`src/rtl/mem_arb_pkg.sv`:
```
// Shared types and constants for the two-requester memory arbiter.
// Requester indices double as array indices for per-port logic.
package mem_arb_pkg;

    localparam int ADDR_W_DFLT = 11;
    localparam int DATA_W_DFLT = 16;
    localparam int NUM_REQ     = 2;

    localparam logic CPU  = 1'b0;
    localparam logic HOST = 1'b1;

    typedef enum logic [1:0] {
        IDLE  = 2'd0,
        ISSUE = 2'd1,
        RESP  = 2'd2
    } arb_state_t;

endpackage

```
`src/rtl/arb_rr2.sv`:
```
// Two-way round-robin pick: a lone request wins outright, a tie goes to
// whichever requester was not granted last.
module arb_rr2
    import mem_arb_pkg::*;
(
    input  logic req_cpu,
    input  logic req_host,
    input  logic last_grant,
    output logic winner
);

    always_comb begin
        winner = CPU;
        if (req_cpu && req_host) begin
            winner = ~last_grant;
        end else if (req_host) begin
            winner = HOST;
        end
    end

endmodule

```
`src/rtl/mem_arbiter.sv`:
```
// Arbitrates CPU and host/loader accesses onto one synchronous RAM port.
// Every access is IDLE (grant) -> ISSUE (mem_en) -> RESP (ack, read data).
module mem_arbiter
    import mem_arb_pkg::*;
#(
    parameter int ADDR_W = ADDR_W_DFLT,
    parameter int DATA_W = DATA_W_DFLT
) (
    input  logic              clk,
    input  logic              reset,

    input  logic              cpu_req,
    input  logic              cpu_we,
    input  logic [ADDR_W-1:0] cpu_addr,
    input  logic [DATA_W-1:0] cpu_wdata,
    output logic              cpu_ack,
    output logic [DATA_W-1:0] cpu_rdata,

    input  logic              host_req,
    input  logic              host_we,
    input  logic [ADDR_W-1:0] host_addr,
    input  logic [DATA_W-1:0] host_wdata,
    output logic              host_ack,
    output logic [DATA_W-1:0] host_rdata,
    input  logic              host_lock,

    output logic              mem_en,
    output logic              mem_we,
    output logic [ADDR_W-1:0] mem_addr,
    output logic [DATA_W-1:0] mem_wdata,
    input  logic [DATA_W-1:0] mem_rdata,

    output logic              busy,
    output logic              cpu_stall
);

    arb_state_t state, state_nxt;
    logic       grant;
    logic       winner;
    logic       last_grant;
    logic       owner;

    logic              cap_we;
    logic [ADDR_W-1:0] cap_addr;
    logic [DATA_W-1:0] cap_wdata;

    logic [NUM_REQ-1:0]             elig;
    logic [NUM_REQ-1:0]             req_we;
    logic [NUM_REQ-1:0][ADDR_W-1:0] req_addr;
    logic [NUM_REQ-1:0][DATA_W-1:0] req_wdata;
    logic [NUM_REQ-1:0]             ack;
    logic [NUM_REQ-1:0]             rd_upd;
    logic [NUM_REQ-1:0][DATA_W-1:0] rdata_q;
    logic [NUM_REQ-1:0][DATA_W-1:0] rdata;

    // The lock masks the CPU only; a CPU access already granted still runs out.
    assign elig[CPU]  = cpu_req & ~host_lock;
    assign elig[HOST] = host_req;

    assign req_we[CPU]     = cpu_we;
    assign req_we[HOST]    = host_we;
    assign req_addr[CPU]   = cpu_addr;
    assign req_addr[HOST]  = host_addr;
    assign req_wdata[CPU]  = cpu_wdata;
    assign req_wdata[HOST] = host_wdata;

    arb_rr2 u_rr (
        .req_cpu    (elig[CPU]),
        .req_host   (elig[HOST]),
        .last_grant (last_grant),
        .winner     (winner)
    );

    always_comb begin
        state_nxt = state;
        grant     = 1'b0;
        case (state)
            IDLE: begin
                if (|elig) begin
                    state_nxt = ISSUE;
                    grant     = 1'b1;
                end
            end
            ISSUE:   state_nxt = RESP;
            RESP:    state_nxt = IDLE;
            default: state_nxt = IDLE;
        endcase
    end

    always_ff @(posedge clk) begin
        if (!reset) begin
            state      <= IDLE;
            last_grant <= HOST;
            owner      <= CPU;
            cap_we     <= 1'b0;
            cap_addr   <= '0;
            cap_wdata  <= '0;
        end else begin
            state <= state_nxt;
            if (grant) begin
                owner      <= winner;
                last_grant <= winner;
                cap_we     <= req_we[winner];
                cap_addr   <= req_addr[winner];
                cap_wdata  <= req_wdata[winner];
            end
        end
    end

    // Read data is forwarded straight from the RAM in RESP, then held.
    for (genvar i = 0; i < NUM_REQ; i++) begin : g_port
        assign ack[i]    = (state == RESP) && (owner == 1'(i));
        assign rd_upd[i] = ack[i] & ~cap_we;
        assign rdata[i]  = rd_upd[i] ? mem_rdata : rdata_q[i];

        always_ff @(posedge clk) begin
            if (!reset) begin
                rdata_q[i] <= '0;
            end else if (rd_upd[i]) begin
                rdata_q[i] <= mem_rdata;
            end
        end
    end

    assign cpu_ack    = ack[CPU];
    assign host_ack   = ack[HOST];
    assign cpu_rdata  = rdata[CPU];
    assign host_rdata = rdata[HOST];

    assign mem_en    = (state == ISSUE);
    assign mem_we    = mem_en & cap_we;
    assign mem_addr  = cap_addr;
    assign mem_wdata = cap_wdata;

    assign busy      = (state != IDLE);
    assign cpu_stall = cpu_req & ~cpu_ack;

endmodule

```
`config.mk`:
```
export PLATFORM = sky130hd
export DESIGN_NAME = mem_arbiter
export DESIGN_NICKNAME = d
export VERILOG_FILES = /design/src/rtl/mem_arb_pkg.sv /design/src/rtl/arb_rr2.sv /design/src/rtl/mem_arbiter.sv
export SDC_FILE = /design/constraint.sdc
export NUM_CORES = 1
export LEC_CHECK = 0
export CELL_PAD_IN_SITES_DETAIL_PLACEMENT = 2
export CELL_PAD_IN_SITES_GLOBAL_PLACEMENT = 2
export CORE_UTILIZATION = 23
export DETAILED_ROUTE_END_ITERATION = 12
export GPL_TIMING_DRIVEN = 0
export HOLD_SLACK_MARGIN = 0.06
export PLACE_DENSITY_LB_ADDON = 0.1
export SLEW_MARGIN = 10
export SYNTH_ARGS = -nofsm -noshare
export SYNTH_HDL_FRONTEND = slang
export SYNTH_SLANG_ARGS = --single-unit
```
`constraint.sdc`:
```
create_clock -name clk -period 3.1 [get_ports clk]
set_input_delay 0.775 -clock clk [delete_from_list [all_inputs] [get_ports clk]]
set_output_delay 0.775 -clock clk [all_outputs]
set_load 0.1 [all_outputs]
```
# Word level (Yosys, flattened, before mapping)
# Index checks and enable logic that the tools add are counted.
# totals
wordCells	42
input_bits	77
register_bits	64
mem_bits_rw	0
out_inout_bits	65
mem_count	0
latchBits	0
rom_bits	0
# op_classes
n_lt_le_gt_ge	1
eq_ne	3
n_reduce_logical	6
n_addsub	0
n_div	0
mux	14
n_mul	0
n_bitwise	10
shifts	0
# ops
cell	n
$mux 16	4
$mux 11	2
$mux 1	6
$and 1x1->1	5
$not 1->1	5
$pmux 2 s2	1
$logic_and 1x1->1	3
$eq 2x1->1 const B	1
$eq 2x2->1 const B	1
$logic_not 2->1	1
$lt 1x2->1 const B	1
$mux 2	1
$ne 2x2->1 const B	1
$reduce_bool 2->1	1
$reduce_or 2->1	1

# Longest topological paths before layout
# Gate-level depths: netlist (run 1).
# depth
ltp_word	6
depth_mapped	6

# Modules after synthesis
# Synthesis (run 1) repeated with hierarchy kept, for this count alone.
# hier_totals
cells_unflattened	258
area_unflattened_um2	2962.8
# modules_own_cells
module	instances	area_each_um2	cells_per_inst	seq_area_each_um2
mem_arbiter	1	2951.6	257	1281.2
arb_rr2	1	11.3	1	0.0

# Worst setup path after synthesis (run 1)
# OpenSTA, ideal clock, no wires.
# synth_path
path_kind	flip-flop to output port
start	register state[1]
end	output cpu_rdata[0]
stages_incl_launch_ff	5
t_arrival_ns	2.716
path_slack_ns	-0.391
required_ns	2.325
path_cell_list	dfxtp_1 nor3b_2 nor2b_1 buf_4 mux2_1
# synth_between
elab_chain_cells	4
# synth_lines
element	line	text
start: declaration	mem_arbiter.sv:37	arb_state_t state, state_nxt;
start signal: assignment	mem_arbiter.sv:99	state <= state_nxt;
$eq 2x2->1	mem_arbiter.sv:112	assign ack[i] = (state == RESP) && (owner == 1'(i));
$logic_and 1x1->1	mem_arbiter.sv:112	
via cpu_ack	mem_arbiter.sv:16	output logic cpu_ack,
$and 1x1->1	mem_arbiter.sv:113	assign rd_upd[i] = ack[i] & ~cap_we;
$mux 16	--	
end: declaration	mem_arbiter.sv:17	output logic [DATA_W-1:0] cpu_rdata,
# The timed path passes the listed nets, and every way through them passes these cells.

# Final worst setup path (run 1)
# layout_path
start	register state[0]
end	output mem_we
# layout_between
elab_chain_cells	2
# layout_lines
element	line	text
$eq 2x1->1	mem_arbiter.sv:130	assign mem_en = (state == ISSUE);
$and 1x1->1	mem_arbiter.sv:131	assign mem_we = mem_en & cap_we;
end: declaration	mem_arbiter.sv:28	output logic mem_we,
# No other way between the ends.

==> results of run 1 <==
-- area by class of cell --
cell class / instances / area, sq um
tap: 143 / 179
clock inverter: 3 / 17.5
inverter: 1 / 3.75
buffer: 22 / 111
sequential: 64 / 1280
multi-input combinational: 196 / 1310
clock buffer: 12 / 256
fill: 1290 / 6930
timing repair buffer: 140 / 1340
-- worst max-delay path, delay by kind of cell (launching register included) --
family / cells / cell delay [ns]
buffers and inverters: 1 / 1.14
DFF: 1 / 0.40
and+or+nand+nor: 2 / 0.33
-- through the flow --
stage,TNS (ns),setup WS [ns]
after floorplan,-0.120,-0.0130
after CTS,-0.0609,-0.0609
final,0,0.113
after global placement,-7.15,-0.264
after detailed placement,-7.36,-0.263
after global routing,0,0.0283
-- cells in the mapped netlist (all sizes together) --
cell	number	area share
nor2b	5	0.014
and3b	1	0.0033
o21a	1	0.0028
clkbuf	16	0.022
nand3b	1	0.0028
inv	1	0.0014
dfxtp	64	0.48
nand2	58	0.081
nor2	1	0.0014
a31oi	28	0.065
mux2	32	0.16
and2	36	0.084
o21ai	28	0.052
nor3b	1	0.0046
buf	6	0.019
nand2b	2	0.0046
a21boi	1	0.0028
nand3	1	0.0019
-- sequential cells by signal (all words and copies together) (netlist names) --
signal and count:
last_grant 1, cap_we 1, rdata_q 32, owner 1
mem_addr 11, mem_wdata 16, state 2
-- power groups by stage --
stage               clock (mW)  sequential (mW)  combinational [mW]
floorplan                    0             1.20               0.281
global placement             0            0.919               0.823
detailed placement           0            0.921               0.830
CTS                      0.980            0.905               0.823
global route              1.01            0.910               0.854
finish                   0.936            0.904               0.810
-- worst min path at each step --
stage / startpoint / endpoint / slack, ns / cells past startpoint
2_1_floorplan: last_grant / last_grant / 0.45 / 2
6_report: last_grant / last_grant / 0.49 / 2
4_1_cts: last_grant / last_grant / 0.49 / 2
3_3_place_gp: last_grant / last_grant / 0.47 / 2
5_1_grt: last_grant / last_grant / 0.54 / 2
3_5_place_dp: last_grant / last_grant / 0.48 / 2
-- per-layer routing --
metal	routed length (um)	share of wire
met5	0	0
met3	782	0.084
met2	4560	0.49
met4	158	0.017
met1	3820	0.41
-- kinds of logic (layout without fill, tap and decap cells) --
family	count (synthesis)	after routing	share of synthesized area
buf+inv	23	178	0.0427
simple gates	106	106	0.197
compound gates	58	58	0.123
mux	32	32	0.162
flops	64	64	0.476
==> results.toml, run 1 <==
[power_and_ir_drop]
power_mw = 2.65
leakagePower_nw = 1.82
intPower_mw = 1.69
power_frac_seq = 0.341
swShare = 0.363
clkPwrFrac = 0.353
vdd_drop_max_v = 0.000209
switchingPower_uw = 963
pwr-share-comb = 0.306
powerDensity_nw_per_um2 = 590

[detailed_routing]
dr.pass1.iters = 4
wl_per_cell_um = 16.0
drtIter0Drc = 51
drt_wl_total_um = 9320
drc = 0
ant_nets = 0
avgViaCountPerCell = 4.54
vias = 2638

[grt]
grt_pass1_vias = 2763
globalRouteMet1Util = 0.170
overflow = 0
grt_max_degree = 11
grt-busiest-layer = "met2"
grt_pass1_wl_um = 14300
grtUsageMet2 = 0.277
antenna_found_initial = 0
grt.total_usage = 0.160
grtUsageMet3 = 0.0688

[floorplan]
core_sq_um = 11400
row_count = 39
start_util = 0.236
dieWidth_um = 110
die_y_um = 110
io_pins = 142
dieArea_sq_um = 12100

[setup_path]
r2r_cells = 6
crit_path_end_kind = "primary output"
reg2reg_slack_ns = 1.32
arrival_ns = 2.21
crit_chain = "nor2b_2, and2_1, clkdlybuf4s50_1"
crit_start = "state[0]"
crit_path_end = "mem_we"
cp.required_ns = 2.32
crit_type = "reg -> out"
crit_fanout = 4
timing.rr.end = "rdata_q[11]"
cpMaxStageDelayCell = "clkdlybuf4s50_1"
critPathMaxStageDelay_ns = 1.14
start_kind = "flop"
r2r_start = "state[1]"

[logic_synthesis]
synth_cells = 283
synth_warnings = 0
seq_area_frac_synth = 0.476
syn-num-nets = 360
synth_area_per_cell_sq_um = 9.52
synth.distinct_cells = 23
syn_area_sq_um = 2690
ys_ff_latch = 64

[timing]
rsz0062_at_grt = "false"
fmaxAchievable_ghz = 0.335
fin_worst_skew_ns = 0.00683
finalSetupViolCount = 0
finalCritPeriodShare = 0.964
slew_headroom = 0.318
slew_violations = 0
period_minus_slack_ns = 2.99
holdWs_ns = 0.488
worst_pin_slew_ns = 1.02
hold_viol_final = 0

[clock_network]
clock_path_buffers = 2
cts_resized = 103
ctsHtreeMaxLevel = 3
cts_tree = "built"
clock_latency_ns = 0.33
root_buffer = "clkbuf_16"
clk_pin_slew_ns = 0.05
post_cts_buffers = 0
clock_sinks = 64
hold_buffers = 0
numCtsBuffers = 9

[placement]
placed_cell_area_sq_um = 4280
dp_cells = 566
gp_congestion = 0.685
dp.final_hpwl_um = 6890
io_buffers = 140

[cells_and_area]
syn_to_final_growth_pct = 66.7
layout_commonest_cell = "clkdlybuf4s50_1"
drive_gt1_frac = 0.174
design_area_sq_um = 4490
final_cells = 581
fin_util = 0.393
diodes = 0
final_cell_mix = "clkdlybuf4s50_1 (107), dfxtp_1 (64), nand2_1 (58)"
fin_nets = 511

[flow_run]
max_cap_violations = 0

[hold_path]
hp-class = "reg -> reg"

[status]
outcome = "finished clean"
(Power assumes the default switching activity.)
==> run 2: changes to the inputs <==
Settings changed: SETUP_SLACK_MARGIN from default to 0.4, TNS_END_PERCENT from default to 10.
==> results.toml, run 2 (same netlist as run 1, synthesis figures left out) <==
[setup_path]
start_kind = "flop"
cp.required_ns = 2.32
crit_type = "reg -> out"
crit_path_end_kind = "primary output"
arrival_ns = 2.11
crit_fanout = 3
reg2reg_slack_ns = 1.37

[clock_network]
cts_tree = "built"
ctsHtreeMaxLevel = 3
root_buffer = "clkbuf_16"
clk_pin_slew_ns = 0.05
clock_sinks = 64
numCtsBuffers = 9
clock_path_buffers = 2
clock_latency_ns = 0.33

[floorplan]
row_count = 39
core_sq_um = 11400
dieWidth_um = 110
io_pins = 142
dieArea_sq_um = 12100
start_util = 0.236
die_y_um = 110

[cells_and_area]
multi_input_area_sq_um = 1320
fin_nets = 513
layout_commonest_cell = "clkdlybuf4s50_1"
largest_reg_flops = 32
top_register = "rdata_q"
design_area_sq_um = 4590
final_cells = 584
syn_to_final_growth_pct = 70.5
nFillCells = 1263
drive_gt1_frac = 0.202
final_cell_mix = "clkdlybuf4s50_1 (105), dfxtp_1 (62), nand2_1 (58)"
diodes = 0
ff_latch_area_sq_um = 1290

[hold_path]
hp-class = "reg -> reg"

[placement]
placed_cell_area_sq_um = 4290
gp_congestion = 0.681
dp.final_hpwl_um = 7030
dp_cells = 566
io_buffers = 140
dp_slack_ns = -0.262

[timing]
setup_tns_ns = 0
period_minus_slack_ns = 2.88
setup_slack_ns = 0.219
slew_headroom = 0.312
finalCritPeriodShare = 0.929
fin_worst_skew_ns = 0.00377
finalSetupViolCount = 0
fmaxAchievable_ghz = 0.347
slew_violations = 0
hold_viol_final = 0
rsz0062_at_grt = "true"
worst_pin_slew_ns = 1.03

[power_and_ir_drop]
vdd_drop_max_v = 0.000277
powerDensity_nw_per_um2 = 609
power_mw = 2.80
leakagePower_nw = 1.91

[grt]
antenna_found_initial = 0
grt_max_degree = 12
overflow = 0
grt_pass1_vias = 2833
grt_pass1_wl_um = 14200
grt.total_usage = 0.161

[status]
outcome = "finished clean"

[detailed_routing]
ant_nets = 0
drt_wl_total_um = 9440
avgViaCountPerCell = 4.43
dr.pass1.iters = 4
wl_per_cell_um = 16.2
drtIter0Drc = 48
drc = 0
vias = 2588

[flow_run]
max_cap_violations = 0
[run 2: changes by cell type in the layout (fill, tap and decap cells not counted), moves of 4 or more]
cell             before  now
buf_2                12   24
clkdlybuf4s15_2      16    7
clkbuf_2              7    0
mux2_1               12    6
buf_12                0    5
mux2_2                0    4
[run 2: where the power goes]
group | leakage, nW | switching (mW) | internal, mW
clock network | 0.156 | 0.367 | 0.700
registers | 0.525 | 0.0301 | 0.876
logic | 1.23 | 0.579 | 0.245
[run 2: layout make-up]
| type | count | share of cell area |
|---|---|---|
| multi-input cells | 196 | 0.288 |
| clock inverters | 6 | 0.0183 |
| plain buffers | 22 | 0.0270 |
| clock buffers | 10 | 0.0499 |
| flip-flops and latches | 64 | 0.280 |
| well taps | 143 | 0.0390 |
| inverters | 1 | 0.000817 |
| repair buffers | 142 | 0.297 |
[run 2: path summary, 6_finish.rpt]
check | from | end | cells past startpoint
setup / recovery | owner | host_ack | 2
hold / removal | last_grant | last_grant | 2
setup reg to reg | state[1] | mem_addr[8] | 5
hold reg to reg | last_grant | last_grant | 2
[run 2: worst max-delay path, cell delays in order (launching register included)]
cell and delay [ns]:
dfxtp_1 0.41, and3b_2 0.22, clkdlybuf4s50_1 1.15
[run 2: layer usage]
layer  up-vias  GRT usage  part of all wire
met2        89      0.295              0.50
met5         -          0                 0
met4         0     0.0536             0.014
met3         9     0.0705             0.082
met1      1226      0.163              0.40
li1       1264          -                 -
[run 2: metrics by stage]
step                      hold slack [ns]  utilization
after global routing                0.521        0.402
after floorplan                     0.448            -
after detailed placement            0.479        0.376
after CTS                           0.494        0.397
after global placement              0.468        0.376
final                               0.497        0.402
[run 2: repair_timing]
action | CTS | global route
setup endpoints to repair | 38 | 38
hold buffers | 0 | 0
buffers inserted | 0 | 2
resized for setup | 145 | 29
==> run 3: changes to the inputs <==
Settings changed: ABC_CLOCK_PERIOD_IN_PS from default to 3100.
==> results of run 3 <==
The final DEF is identical to that of run 2; final timing and power are the same.
